==> src/rtl/led_scan_ctrl.sv <==
// led_scan_ctrl
// Sequencer that drives a registered 3-to-8 active-low LED decoder. It steps
// one lit LED around an 8-LED bar at a programmable rate. Run and pause are
// toggled by a debounced push-button.
//
// state | meaning
// ------+-------------------------------------------------------------
// IDLE  | bar blanked (enable=000), busy=0, waiting for a press
// RUN   | bar driven (enable=100), prescaler counting, index stepping
// PAUSE | bar driven, index and prescaler frozen until next press
//
// Ports:
//   clk       rising-edge clock
//   rst       asynchronous, active-low reset
//   run_btn   raw asynchronous push-button, active high; a press toggles run/pause
//   stop      synchronous level; forces IDLE
//   dir       0 = count up, 1 = count down (sampled at each step)
//   one_shot  1 = return to IDLE on the step that wraps the index
//   step_div  one step every step_div+1 cycles while in RUN
//   switch    LED index to the decoder
//   enable    decoder enable (3'b100 = drive, 3'b000 = blank)
//   busy      high in RUN or PAUSE
//   wrap      one-cycle pulse on the step that wraps the index
module led_scan_ctrl #(
  parameter int DIV_W      = 4,
  parameter int DEB_CYCLES = 3
) (
  input  logic             clk,
  input  logic             rst,
  input  logic             run_btn,
  input  logic             stop,
  input  logic             dir,
  input  logic             one_shot,
  input  logic [DIV_W-1:0] step_div,
  output logic [2:0]       switch,
  output logic [2:0]       enable,
  output logic             busy,
  output logic             wrap
);

  localparam int DEB_W = (DEB_CYCLES > 1) ? $clog2(DEB_CYCLES) : 1;

  typedef enum logic [1:0] {
    ST_IDLE  = 2'd0,
    ST_RUN   = 2'd1,
    ST_PAUSE = 2'd2
  } state_t;

  logic             sync1_q, sync2_q;
  logic             deb_q, deb_d;
  logic [DEB_W-1:0] deb_cnt_q, deb_cnt_d;
  logic             press_q, press_d;

  state_t           state_q, state_d;
  logic [2:0]       switch_q, switch_d;
  logic [DIV_W-1:0] cnt_q, cnt_d;
  logic             wrap_q, wrap_d;
  logic [2:0]       enable_q, enable_d;
  logic             busy_q, busy_d;

  // Debouncer: the accepted level follows the synchronized button only after
  // DEB_CYCLES consecutive disagreeing samples; one agreeing sample restarts it.
  always_comb begin
    deb_d     = deb_q;
    deb_cnt_d = '0;
    if (sync2_q != deb_q) begin
      if (deb_cnt_q == DEB_W'(DEB_CYCLES - 1)) begin
        deb_d = sync2_q;
      end else begin
        deb_cnt_d = deb_cnt_q + 1'b1;
      end
    end
    press_d = deb_d & ~deb_q;
  end

  always_comb begin
    state_d  = state_q;
    switch_d = switch_q;
    cnt_d    = cnt_q;
    wrap_d   = 1'b0;

    if (stop) begin
      state_d = ST_IDLE;
      cnt_d   = '0;
    end else begin
      case (state_q)
        ST_IDLE: begin
          if (press_q) begin
            state_d  = ST_RUN;
            switch_d = dir ? 3'd7 : 3'd0;
            cnt_d    = '0;
          end
        end
        ST_RUN: begin
          if (press_q) begin
            state_d = ST_PAUSE;
          end else if (cnt_q >= step_div) begin
            // >= rather than == so lowering step_div mid-run cannot stall.
            cnt_d    = '0;
            switch_d = dir ? (switch_q - 3'd1) : (switch_q + 3'd1);
            wrap_d   = dir ? (switch_q == 3'd0) : (switch_q == 3'd7);
            if (wrap_d && one_shot) begin
              state_d = ST_IDLE;
            end
          end else begin
            cnt_d = cnt_q + 1'b1;
          end
        end
        ST_PAUSE: begin
          if (press_q) begin
            state_d = ST_RUN;
          end
        end
        default: begin
          state_d = ST_IDLE;
          cnt_d   = '0;
        end
      endcase
    end

    // Outputs are registered from the next state so they move with the state.
    busy_d   = (state_d != ST_IDLE);
    enable_d = busy_d ? 3'b100 : 3'b000;
  end

  always_ff @(posedge clk or negedge rst) begin
    if (!rst) begin
      sync1_q   <= 1'b0;
      sync2_q   <= 1'b0;
      deb_q     <= 1'b0;
      deb_cnt_q <= '0;
      press_q   <= 1'b0;
      state_q   <= ST_IDLE;
      switch_q  <= 3'd0;
      cnt_q     <= '0;
      wrap_q    <= 1'b0;
      enable_q  <= 3'b000;
      busy_q    <= 1'b0;
    end else begin
      sync1_q   <= run_btn;
      sync2_q   <= sync1_q;
      deb_q     <= deb_d;
      deb_cnt_q <= deb_cnt_d;
      press_q   <= press_d;
      state_q   <= state_d;
      switch_q  <= switch_d;
      cnt_q     <= cnt_d;
      wrap_q    <= wrap_d;
      enable_q  <= enable_d;
      busy_q    <= busy_d;
    end
  end

  assign switch = switch_q;
  assign enable = enable_q;
  assign busy   = busy_q;
  assign wrap   = wrap_q;

endmodule

==> config.mk <==
export PLATFORM = sky130hd
export DESIGN_NAME = led_scan_ctrl
export DESIGN_NICKNAME = d
export VERILOG_FILES = /design/src/rtl/led_scan_ctrl.sv
export SDC_FILE = /design/constraint.sdc
export NUM_CORES = 1
export LEC_CHECK = 0
export CAP_MARGIN = 10
export CORE_MARGIN = 3
export CORE_UTILIZATION = 51
export CTS_CLUSTER_DIAMETER = 100
export DETAILED_ROUTE_END_ITERATION = 12
export GPL_ROUTABILITY_DRIVEN = 0
export PLACE_DENSITY = 0.82
export REMOVE_ABC_BUFFERS = 1
export SYNTH_ARGS = -nofsm -noshare
export SYNTH_HDL_FRONTEND = slang
export SYNTH_SLANG_ARGS = --single-unit
==> constraint.sdc <==
create_clock -name clk -period 2.2 [get_ports clk]
set_input_delay 0.22 -clock clk [delete_from_list [all_inputs] [get_ports clk]]
set_output_delay 0.22 -clock clk [all_outputs]
set_load 0.05 [all_outputs]
### Word level (Yosys, flattened, before mapping)

Index checks and enable logic that the tools add are counted.

* $add $sub $neg: 4
* $lt $le $gt $ge: 1
* equal/unequal tests: 11
* multiplexer cells: 27
* bitwise operators: 3
* reductions and logical operators: 8

Operators by type and width (number)
* $mux W3: 6
* $mux W4: 4
* $mux W2: 7
* $pmux W4 S3: 1
* $ne A2 B2 Y1 const B: 4
* $mux W1: 7
* $ne A3 B3 Y1 const B: 2
* $pmux W3 S2: 1
* $reduce_and A5 Y1: 1
* $add A4 B1 Y4 const B: 1
* $eq A2 B2 Y1 const B: 2
* $ge A4 B4 Y1: 1
* $pmux W2 S2: 1
* $reduce_bool A2 Y1: 2
* $add A3 B1 Y3 const B: 1
* $eq A3 B3 Y1 const B: 1
* $logic_not A3 Y1: 1
* $reduce_and A3 Y1: 1
* $sub A3 B1 Y3 const B: 1
* $add A2 B1 Y2 const B: 1
* $eq A2 B1 Y1 const B: 1
* $logic_not A2 Y1: 1
* $not A1 Y1: 2
* $reduce_or A2 Y1: 1
* 3 further kinds: 3

* bits in registers: 20
* input bits: 10
* logic and storage cells: 65

### Depth between registers and ports, before layout

Gate-level depths: netlist of run 1.

* word-level depth: 10
* gate-level depth with buffers: 6

### Worst setup path after synthesis of run 1

No wires, ideal clock.

* path type: reg-to-reg
* start: register switch_q[0], in the netlist switch[0]
* end: register switch_q[2], in the netlist switch[2]
* setup time: 0.126 ns
* data arrival time: 1.751 ns
* data required time: 2.074 ns
* slack: 0.322 ns
* cell stages (with the launch flop): 7
* clock period less this slack: 1.878 ns
* cells stage by stage: dfrtp_1 inv_1 fa_1 nor4bb_1 a21oi_1 a31oi_1 a21oi_1

* cells in the longest elaborated chain, start to end: 5
* elaborated cells on any way between the ends: 6

RTL lines
* start: declaration: line 55 `logic [2:0] switch_q, switch_d;`
* start signal: assignment: line 146 `switch_q <= switch_d;`
* $add A3 B1 Y3 or $sub A3 B1 Y3 (tied branches): line 100 `switch_d = dir ? (switch_q - 3'd1) : (switch_q + 3'd1);`
* $mux W3 (*): line 100
* $mux W3 (*): line 97 `end else if (cnt_q >= step_div) begin`
* $mux W3 (*): line 95 `if (press_q) begin`
* $pmux W3 S2 (*): line 86 `case (state_q)`

Mark *: on every way between the ends. The rest lies on a longest branch, timed or not. The select of a mux whose other input is x is not followed.
A chain may end at the register's enable or synchronous reset.

### Worst setup path in the final report of run 1

* start: register cnt_q[0]
* end: register switch_q[1], in the netlist switch[1]

* cells in the longest elaborated chain, start to end: 3

RTL lines
* start: declaration: line 56 `logic [DIV_W-1:0] cnt_q, cnt_d;`
* start signal: assignment: line 147 `cnt_q <= cnt_d;`
* $ge A4 B4 Y1: line 97
* $ne A2 B2 Y1 (no source line)
* $reduce_and A5 Y1 (no source line)

Every way passes these cells.

==> qor.txt, run 1 <==
=====================================================================================================
Outcome                                                                                  finished, final reports clean
CTS buffer count                                                                                    3
Number of standard cells in the layout, taps in and fillers out                                   137
Maximum capacitance violations                                                                      0
Compound-Gate Fraction of Synth Area                                                            14.6%
# placed instances                                                                                133
Area fraction in and, or, nand and nor cells after synthesis                                    19.6%
Cell area power density                                                                    791 nW/µm²
Die outline area                                                                             2530 µm²
Number of design rule violations left after detail routing                                          0
Critical path data arrival time                                                               1980 ps
Highest achievable clock rate                                                                 559 MHz
Finished Core Util                                                                              67.2%
Min-delay worst type                                                                         in2async
Grt total ovfl                                                                                      0
RSZ-0062 raised after global routing                                                            false
Most area-hungry cell type in the Yosys netlist                                          sky130_fd_sc_hd__dfrtp_1
Critical path endpoint category                                                                  flop
Number of slew-limit violations in the final report                                                 0
Final hold violation count                                                                          0
HPWL after DPL                                                                                1.42 mm
Vias in the first global route                                                                    703
Setup violations, final                                                                             0
Highest-count cells in the layout ignoring fill and taps                                 sky130_fd_sc_hd__dfrtp_1, sky130_fd_sc_hd__clkdlybuf4s50_1, sky130_fd_sc_hd__inv_1
Peak supply drop                                                                             0.514 mV
Highest metal layer with signal wires                                                            met4
Post-layout net count                                                                             129
Area after DPL                                                                               1170 µm²
Synth area leaders                                                                       sky130_fd_sc_hd__dfrtp_1, sky130_fd_sc_hd__ha_1, sky130_fd_sc_hd__mux2_2
Met3 wire length                                                                               126 µm
GRT Resource Usage Total                                                                        16.6%
Number of buffer cells added on primary ports                                                      15
Diode count                                                                                         0
Clock latency at the later pin of the worst-skew pair                                          300 ps
Number of hold buffers added after cts                                                              0
Relative slew slack                                                                             50.7%
Warnings, synthesis                                                                                 0
Largest fanout on the critical path                                                                 3
Number of violations reported at the end of detailed-routing iteration 0                           11
Met1 WL                                                                                        873 µm
Floorplan die width                                                                           50.3 µm
Measured slew at the worst slew-check pin                                                      738 ps
Maximum number of pins on one net before global-route repair                                       18
Clock period minus final worst setup slack                                                    1790 ps
R2r worst-path depth                                                                                6
Total vias in the final route                                                                     745
Number of flip-flops and latches in the synthesized netlist                                        17
Average cell area after synthesis                                                            10.6 µm²
Post-synthesis xor/xnor area fraction                                                           2.63%
Deepest level of the CTS H-tree                                                                     1
Num ports                                                                                          18
Static power due to leakage                                                               0.000560 µW
Resize count post-CTS                                                                               0
Clock tree skew after final layout                                                           0.958 ps
Root Driver                                                                              sky130_fd_sc_hd__clkbuf_4
Period utilization                                                                              81.3%
Setup Total Neg Slack                                                                            0 ps
Bufs on Longest Clock Path                                                                          2
Finished layout cell area                                                                    1200 µm²
Per-cell routed wire length                                                                   13.7 µm
Crit path launch type                                                                            flop
Post-CTS Setup Inserts                                                                              0
Worst-path clk slew                                                                            100 ps
Row count                                                                                          15
Post-synthesis sequential area ratio                                                            42.6%
Combinational family with the most area after synthesis                                  simple AND/OR/NAND/NOR gates
Layout Area Growth over Synthesis                                                               19.8%
First-pass GRT wire length                                                                    3.10 mm
Post-synthesis instance area                                                                 1000 µm²
Number of vias per cell after detailed routing                                                   5.44
Sinks on Clock Net                                                                                 17
Antenna violations before repair                                                                    0
Initial Utilization                                                                             56.1%
Routed wire length                                                                            1.87 mm
Most common cell after layout, fill and taps aside                                       sky130_fd_sc_hd__dfrtp_1
Core ar.                                                                                     1780 µm²
TritonCTS clock tree                                                                            built
Area share of the largest cell type after synthesis                                             42.6%
Routed wl met2                                                                                 852 µm
DRT Pass-1 Iters                                                                                    4
Synthesized instance count                                                                         94
Yosys cell types                                                                                   35
Mux share of post-synthesis cell area                                                           5.88%
Chip height                                                                                   50.3 µm
Post-synthesis share of cell area spent on full adders, half adders and majority gates          8.26%
Post-route antenna net violation count                                                              0
Start-to-end type of the worst setup path                                                     reg2reg
Share of final-layout standard cells stronger than drive strength 1                             13.4%
CP required                                                                                   2390 ps
=====================================================================================================
state kept, by name, indices dropped and copies added, names as in the netlist:
register,cells
enable,1
cnt_q,4
deb_cnt_q,2
sync1_q,1
deb_q,1
state_q,2
switch,3
sync2_q,1
press_q,1
wrap,1
through the flow:
stage               hold slack (ps)  worst slack [ps]  total power [µW]
floorplan                     -75.6               322               668
global placement                338               225               772
detailed placement              349               194               782
CTS                             355               407               953
global route                    342               290              1000
finish                          348               412               948
where the power goes:
group | internal [µW] | switching [µW] | total, µW
registers | 366 | 55.7 | 422
clock network | 67.8 | 103 | 170
logic | 154 | 201 | 355
total | 589 | 359 | 948
worst max-delay path, cell delays in order, from the launching register on:
cell and delay [ps]:
sky130_fd_sc_hd__dfrtp_1 380, sky130_fd_sc_hd__inv_1 70, sky130_fd_sc_hd__ha_1 270, sky130_fd_sc_hd__nor3b_1 330, sky130_fd_sc_hd__o21a_1 260, sky130_fd_sc_hd__o21ai_4 80
sky130_fd_sc_hd__mux2_4 290
cells by family after synthesis:
logic type	after synthesis
DFF	17
other	1
muxes	5
buffers and inverters	12
xor gates and xnor gates	3
and+or+nand+nor	30
AOI/OAI and AO/OA	20
adders and majority gates	6
layer usage:
layer  vias to the layer above  global-route usage, %
li1                        369                      -
met5                         -                      0
met3                         4                   7.12
met2                        23                   26.3
met1                       349                   20.8
met4                         0                   4.15
cell type report:
cell class / instances / area, µm²
multi-input combinational: 66 / 518
clock inverter: 1 / 5.00
fill: 140 / 586
clock buffer: 3 / 22.5
sequential: 17 / 425
tap: 25 / 31.3
timing repair buffer: 17 / 165
inverter: 8 / 30.0
Yosys cell counts:
cell type,instances
sky130_fd_sc_hd__a22o_1,3
sky130_fd_sc_hd__a31oi_1,3
sky130_fd_sc_hd__a32oi_1,1
sky130_fd_sc_hd__nor3b_1,3
sky130_fd_sc_hd__conb_1,1
sky130_fd_sc_hd__nand2_1,3
sky130_fd_sc_hd__mux2_4,1
sky130_fd_sc_hd__buf_4,4
sky130_fd_sc_hd__xnor2_1,3
sky130_fd_sc_hd__or4b_4,2
sky130_fd_sc_hd__and2b_2,1
sky130_fd_sc_hd__dfrtp_1,17
sky130_fd_sc_hd__o31a_1,1
sky130_fd_sc_hd__and3_1,1
sky130_fd_sc_hd__o21ai_4,1
sky130_fd_sc_hd__nor2b_1,1
sky130_fd_sc_hd__nand4b_1,2
sky130_fd_sc_hd__a21o_1,2
sky130_fd_sc_hd__nor4bb_1,1
sky130_fd_sc_hd__mux2_2,3
sky130_fd_sc_hd__ha_1,5
sky130_fd_sc_hd__nor2_1,7
sky130_fd_sc_hd__or4b_1,1
sky130_fd_sc_hd__fa_1,1
sky130_fd_sc_hd__o211ai_1,2
sky130_fd_sc_hd__a21oi_1,3
sky130_fd_sc_hd__inv_1,8
sky130_fd_sc_hd__o21ai_0,3
sky130_fd_sc_hd__mux2i_1,1
sky130_fd_sc_hd__or2b_2,1
sky130_fd_sc_hd__nand3_1,2
sky130_fd_sc_hd__and2b_1,2
sky130_fd_sc_hd__o21a_1,1
sky130_fd_sc_hd__nand2b_1,1
sky130_fd_sc_hd__nor3_1,2
path summary, 6_finish.rpt:
| path | slack, ps | end | startpoint |
|---|---|---|---|
| max | 410 | switch[1] | cnt_q[0] |
| min | 350 | switch[1] | rst |
| max in group asynchronous | 1390 | cnt_q[1] | rst |
| max reg2reg | 410 | switch[1] | cnt_q[0] |
| min in group clk | 360 | sync1_q | run_btn |
| min reg2reg | 370 | sync2_q | sync1_q |
Power figures use the tool's default switching activity.
==> inputs of run 2 (changes only) <==
clock period = 1.8 ns   (was 2.2 ns; I/O delays follow)
==> qor.txt, run 2 (same netlist as run 1, synthesis figures left out) <==
=======================================================================================
Final hold violation count                                                            0   unchanged
Outcome                                                                    finished, final reports clean   unchanged
R2r worst-path depth                                                                  5   was 6
Number of buffer cells added on primary ports                                        15   unchanged
Min-delay worst type                                                           in2async   unchanged
TritonCTS clock tree                                                              built   unchanged
Largest fanout on the critical path                                                   5   was 3
GRT Resource Usage Total                                                          17.2%   was 16.6%
Total vias in the final route                                                       787   was 745
Floorplan die width                                                             50.3 µm   unchanged
Most common cell after layout, fill and taps aside                         sky130_fd_sc_hd__dfrtp_1   unchanged
CTS buffer count                                                                      3   unchanged
Initial Utilization                                                               56.1%   unchanged
Gate family responsible for the most delay along the worst path            buffers and inverters   was flip-flops
Final critical-path setup slack                                                 65.6 ps   was 412 ps
Relative slew slack                                                               66.7%   was 50.7%
Clock period minus final worst setup slack                                      1730 ps
Largest register by flop count                                                    cnt_q   unchanged
Post-route antenna net violation count                                                0   unchanged
Start-to-end type of the worst setup path                                       reg2out   was reg2reg
Crit path launch type                                                              flop   unchanged
HPWL after DPL                                                                  1.46 mm   was 1.42 mm
Per-cell routed wire length                                                     13.1 µm   was 13.7 µm
Core ar.                                                                       1780 µm²   unchanged
Cell with the biggest individual delay on the critical path                sky130_fd_sc_hd__clkdlybuf4s50_1   was sky130_fd_sc_hd__dfrtp_1
Vias in the first global route                                                      817   was 703
Worst path cell trace                                                      clkdlybuf4s50_1   was inv_1 -> ha_1 -> nor3b_1 -> o21a_1 -> o21ai_4 -> mux2_4
Highest achievable clock rate                                                   577 MHz
Measured slew at the worst slew-check pin                                        498 ps   was 738 ps
Deepest level of the CTS H-tree                                                       1   unchanged
Number of violations reported at the end of detailed-routing iteration 0              6   was 11
Share of final-layout standard cells stronger than drive strength 1               17.9%   was 13.4%
Peak supply drop                                                               0.580 mV   was 0.514 mV
Post-CTS Setup Inserts                                                                0   unchanged
Layout Area Growth over Synthesis                                                 24.3%   was 19.8%
First-pass GRT wire length                                                      3.40 mm   was 3.10 mm
Critical path endpoint category                                              output pin   was flop
Bufs on Longest Clock Path                                                            2   unchanged
Num ports                                                                            18   unchanged
Number of vias per cell after detailed routing                                     5.54   was 5.44
Maximum capacitance violations                                                        0   unchanged
Grt total ovfl                                                                        0   unchanged
Critical path launch point                                                    switch[2]   was cnt_q[0]
Flip-flop count of the largest register after layout                                  4   unchanged
Critical path data arrival time                                                 1550 ps   was 1980 ps
Die outline area                                                               2530 µm²   unchanged
Static power due to leakage                                                 0.000600 µW   was 0.000560 µW
Number of design rule violations left after detail routing                            0   unchanged
DRT Pass-1 Iters                                                                      4   unchanged
Chip height                                                                     50.3 µm   unchanged
Setup violations, final                                                               0   unchanged
Hold slack final                                                                 194 ps   was 348 ps
Capture instance of the worst register-to-register path                       enable[2]   was switch[1]
Worst path max stage delay                                                       830 ps   was 380 ps
Number of slew-limit violations in the final report                                   0   unchanged
Antenna violations before repair                                                      0   unchanged
Source of the worst register-to-register timing path                           cnt_q[3]   was cnt_q[0]
Highest-count cells in the layout ignoring fill and taps                   sky130_fd_sc_hd__dfrtp_1, sky130_fd_sc_hd__clkdlybuf4s50_1, sky130_fd_sc_hd__inv_1   unchanged
FF-to-FF setup slack                                                             100 ps   was 410 ps
Post-layout net count                                                               134   was 129
RSZ-0062 raised after global routing                                              false   unchanged
Worst-path clk slew                                                              100 ps   about the same
Clock tree skew after final layout                                              10.4 ps   was 0.958 ps
Row count                                                                            15   unchanged
Sinks on Clock Net                                                                   17   unchanged
Worst path buffer plus inverter count                                                 1   unchanged
Diode count                                                                           0   unchanged
Maximum number of pins on one net before global-route repair                         18   unchanged
Routed wire length                                                              1.87 mm   about the same
Root Driver                                                                sky130_fd_sc_hd__clkbuf_4   unchanged
Post-placement setup slack                                                      -261 ps   was 194 ps
Cell area power density                                                      941 nW/µm²   was 791 nW/µm²
CP required                                                                     1620 ps   was 2390 ps
Clock latency at the later pin of the worst-skew pair                            290 ps   was 300 ps
Period utilization                                                                96.4%
=======================================================================================
[run 2: cell count changes in the layout (fill, tap and decap cells not counted)]
cell	previous run	this run
sky130_fd_sc_hd__o21ai_1	0	1
sky130_fd_sc_hd__buf_4	2	7
sky130_fd_sc_hd__nor3b_2	0	1
sky130_fd_sc_hd__o21ai_0	3	2
sky130_fd_sc_hd__clkdlybuf4s50_1	15	14
sky130_fd_sc_hd__dlymetal6s2s_1	0	1
sky130_fd_sc_hd__nor3b_1	3	2
[run 2: final cells by class]
class,count,area (µm²)
well taps,25,31.3
inverters,8,30.0
repair buffers,22,205
clock inverters,1,5.00
fillers,140,541
flip-flops and latches,17,425
multi-input cells,66,523
clock buffers,3,22.5
[run 2: routing by layer]
layer  GRT usage, %  wire (µm)
met1           21.7        839
met5              0          0
met4           5.99         26
met2           28.7        893
met3           3.86        108
[run 2: power by group]
| part | internal, µW | total (µW) | switching [µW] |
|---|---|---|---|
| combinational | 204 | 449 | 246 |
| sequential | 448 | 518 | 70.3 |
| clock | 82.6 | 201 | 118 |
| total | 734 | 1170 | 434 |
[run 2: stage by stage]
stage | std cells | utilization [%] | setup TNS, ps | total power [µW] | instance area (µm²)
floorplan | 91 | - | -77.5 | 817 | 973
global placement | 138 | 67.7 | -707 | 961 | 1210
detailed placement | 138 | 67.7 | -1410 | 976 | 1210
CTS | 142 | 69.5 | 0 | 1180 | 1240
global route | 142 | 69.7 | 0 | 1250 | 1240
finish | 142 | 69.7 | 0 | 1170 | 1240
[run 2: worst max-delay path by stage]
stage | endpoint | slack, ps | depth (start not counted)
after floorplan | switch[2] | -80 | 6
final | switch[2] | 70 | 1
after global placement | enable[2] | -140 | 7
after detailed placement | cnt_q[0] | -260 | 7
after CTS | switch[1] | 50 | 1
after global routing | switch[2] | 10 | 1
[run 2: repair_timing]
item / CTS / global route
resized for setup: 2 / 1
endpoints found under the setup margin: 2 / 1
hold buffers: 0 / 0
==> inputs of run 3 (changes only) <==
--- a/config.mk
+++ b/config.mk
@@ -10,3 +10,2 @@
 export CORE_UTILIZATION = 51
-export CTS_CLUSTER_DIAMETER = 100
 export DETAILED_ROUTE_END_ITERATION = 12
==> constraint.sdc (replaced) <==
create_clock -name clk -period 1.8 [get_ports clk]
set_input_delay 0.54 -clock clk [delete_from_list [all_inputs] [get_ports clk]]
set_output_delay 0.54 -clock clk [all_outputs]
set_load 0.05 [all_outputs]
==> qor.txt, run 3 (same netlist as run 1, synthesis figures left out) <==
=======================================================================================
Capture instance of the worst register-to-register path                       switch[2]   was enable[2]
Period utilization                                                                95.7%   was 96.4%
Largest register by flop count                                                    cnt_q   unchanged
R2r worst-path depth                                                                  7   was 5
Initial Utilization                                                               56.1%   unchanged
Die outline area                                                               2530 µm²   unchanged
Core ar.                                                                       1780 µm²   unchanged
Peak supply drop                                                               0.653 mV   was 0.580 mV
Vias in the first global route                                                      875   was 817
Chip height                                                                     50.3 µm   unchanged
Most common cell after layout, fill and taps aside                         sky130_fd_sc_hd__dfrtp_1   unchanged
Outcome                                                                    finished, final reports clean   unchanged
Crit path launch type                                                      primary input   was flop
Grt total ovfl                                                                        0   unchanged
Row count                                                                            15   unchanged
Worst-path clk slew                                                              110 ps   was 100 ps
Number of design rule violations left after detail routing                            0   unchanged
Hold path endpoint                                                              sync2_q
Deepest level of the CTS H-tree                                                       1   unchanged
Number of slew-limit violations in the final report                                   0   unchanged
Number of vias per cell after detailed routing                                     5.47   was 5.54
Antenna violations before repair                                                      0   unchanged
Share of final-layout standard cells stronger than drive strength 1               31.1%   was 17.9%
TritonCTS clock tree                                                              built   unchanged
CP required                                                                     2030 ps   was 1620 ps
Routed wire length                                                              2.04 mm   was 1.87 mm
Number of standard cells in the layout, taps in and fillers out                     147   was 142
Worst Hold Path Cells                                                                 0
Highest-count cells in the layout ignoring fill and taps                   sky130_fd_sc_hd__dfrtp_1, sky130_fd_sc_hd__buf_4, sky130_fd_sc_hd__inv_1, sky130_fd_sc_hd__nor2_1   was sky130_fd_sc_hd__dfrtp_1, sky130_fd_sc_hd__clkdlybuf4s50_1, sky130_fd_sc_hd__inv_1
Total vias in the final route                                                       804   was 787
Number of violations reported at the end of detailed-routing iteration 0              5   was 6
Final hold violation count                                                            0   unchanged
# placed instances                                                                  140   was 138
RSZ-0062 raised after global routing                                               true   was false
Sinks on Clock Net                                                                   17   unchanged
Start-to-end type of the worst setup path                                        in2reg   was reg2out
Post-route antenna net violation count                                                0   unchanged
Highest achievable clock rate                                                   580 MHz   was 577 MHz
Clock latency at the later pin of the worst-skew pair                            290 ps   about the same
Sum of internal, switching and leakage power                                    1270 µW   was 1170 µW
Worst path cell trace                                                      clkdlybuf4s15_1 -> inv_2 -> ha_1 -> o211ai_1 -> o21a_1 -> o21ai_4 -> buf_4 -> buf_4 -> a21oi_2   was clkdlybuf4s50_1
Critical Path Most Common Cell                                             sky130_fd_sc_hd__buf_4
Source of the worst register-to-register timing path                           cnt_q[1]   was cnt_q[3]
FF-to-FF setup slack                                                              80 ps   was 100 ps
Maximum capacitance violations                                                        0   unchanged
Floorplan die width                                                             50.3 µm   unchanged
DRT Pass-1 Iters                                                                      5   was 4
Bufs on Longest Clock Path                                                            2   unchanged
Per-cell routed wire length                                                     13.9 µm   was 13.1 µm
Hold slack final                                                                 372 ps   was 194 ps
Layout Area Growth over Synthesis                                                 31.7%   was 24.3%
Flip-flop count of the largest register after layout                                  4   unchanged
Number of hold buffers added after cts                                                0   unchanged
Root Driver                                                                sky130_fd_sc_hd__clkbuf_4   unchanged
CTS buffer count                                                                      3   unchanged
Cell area power density                                                      967 nW/µm²   was 941 nW/µm²
Static power due to leakage                                                 0.000642 µW   was 0.000600 µW
Num ports                                                                            18   unchanged
First-pass GRT wire length                                                      3.77 mm   was 3.40 mm
Setup violations, final                                                               0   unchanged
Cell with the biggest individual delay on the critical path                sky130_fd_sc_hd__o211ai_1   was sky130_fd_sc_hd__clkdlybuf4s50_1
Largest fanout on the critical path                                                   3   was 5
Critical hold path startpoint                                                   sync1_q
HPWL after DPL                                                                  1.52 mm   was 1.46 mm
Finished Core Util                                                                73.8%   was 69.7%
Post-layout net count                                                               139   was 134
Critical path data arrival time                                                 1950 ps   was 1550 ps
Clock tree skew after final layout                                              3.05 ps   was 10.4 ps
Number of buffer cells added on primary ports                                        15   unchanged
Min-delay worst type                                                            reg2reg   was in2async
Critical path endpoint category                                                    flop   was output pin
GRT Resource Usage Total                                                          19.3%   was 17.2%
Clock period minus final worst setup slack                                      1720 ps   was 1730 ps
Worst path max stage delay                                                       280 ps   was 830 ps
Maximum number of pins on one net before global-route repair                         18   unchanged
Diode count                                                                           0   unchanged
=======================================================================================
run 3: cell types whose count changed in the layout (fill, tap and decap cells not counted), moves of 3 or more:
cell / change
sky130_fd_sc_hd__buf_12: +3
sky130_fd_sc_hd__dlygate4sd2_1: +5
sky130_fd_sc_hd__buf_4: +7
sky130_fd_sc_hd__clkdlybuf4s50_1: -11
run 3: critical path: cells and delay by family:
kind | cells | cell delay, ps
AOI/OAI and AO/OA | 4 | 670
adders and majority gates | 1 | 260
buffers and inverters | 4 | 480
run 3: how the worst max path moves through the flow:
stage                startpoint   endpoint  slack [ps]  cells past startpoint
floorplan             switch[0]  switch[2]         -80                      6
finish              step_div[1]  switch[2]          80                      9
detailed placement  step_div[1]  enable[2]        -580                      7
global placement    step_div[3]  enable[2]        -510                      7
global route           cnt_q[0]  switch[2]         -30                      8
CTS                 step_div[1]  switch[2]          40                      9
run 3: cell type report:
type,count,area [µm²]
clock buffers,3,22.5
flip-flops and latches,17,427
inverters,8,30.0
multi-input cells,66,541
well taps,25,31.3
clock inverters,1,5.00
repair buffers,27,260
fillers,133,467
run 3: through the flow:
stage	setup WS [ps]	setup TNS, ps	cell area, µm²
3_5_place_dp	-583	-4710	1240
5_1_grt	-32.4	-49.7	1320
3_3_place_gp	-509	-4230	1240
6_report	77.0	0	1320
4_1_cts	35.0	0	1310
2_1_floorplan	-77.5	-77.5	973
run 3: report_power, final:
group / switching (µW) / internal (µW)
clock network: 125 / 82.5
registers: 80.0 / 450
logic: 270 / 266
run 3: timing repair:
| item | in CTS | in global routing |
|---|---|---|
| resized for setup | 13 | 4 |
| setup buffers | 3 | 0 |
| setup endpoints to repair | 10 | 4 |
| cloned | 0 | 0 |
| pin swaps | 14 | 3 |
run 3: per-layer routing:
metal	track usage [%]	vias up	wire length, µm
li1	-	387	-
met1	24.3	389	930
met5	0	-	0
met2	33.0	28	980
met4	5.99	0	0
met3	3.86	0	127
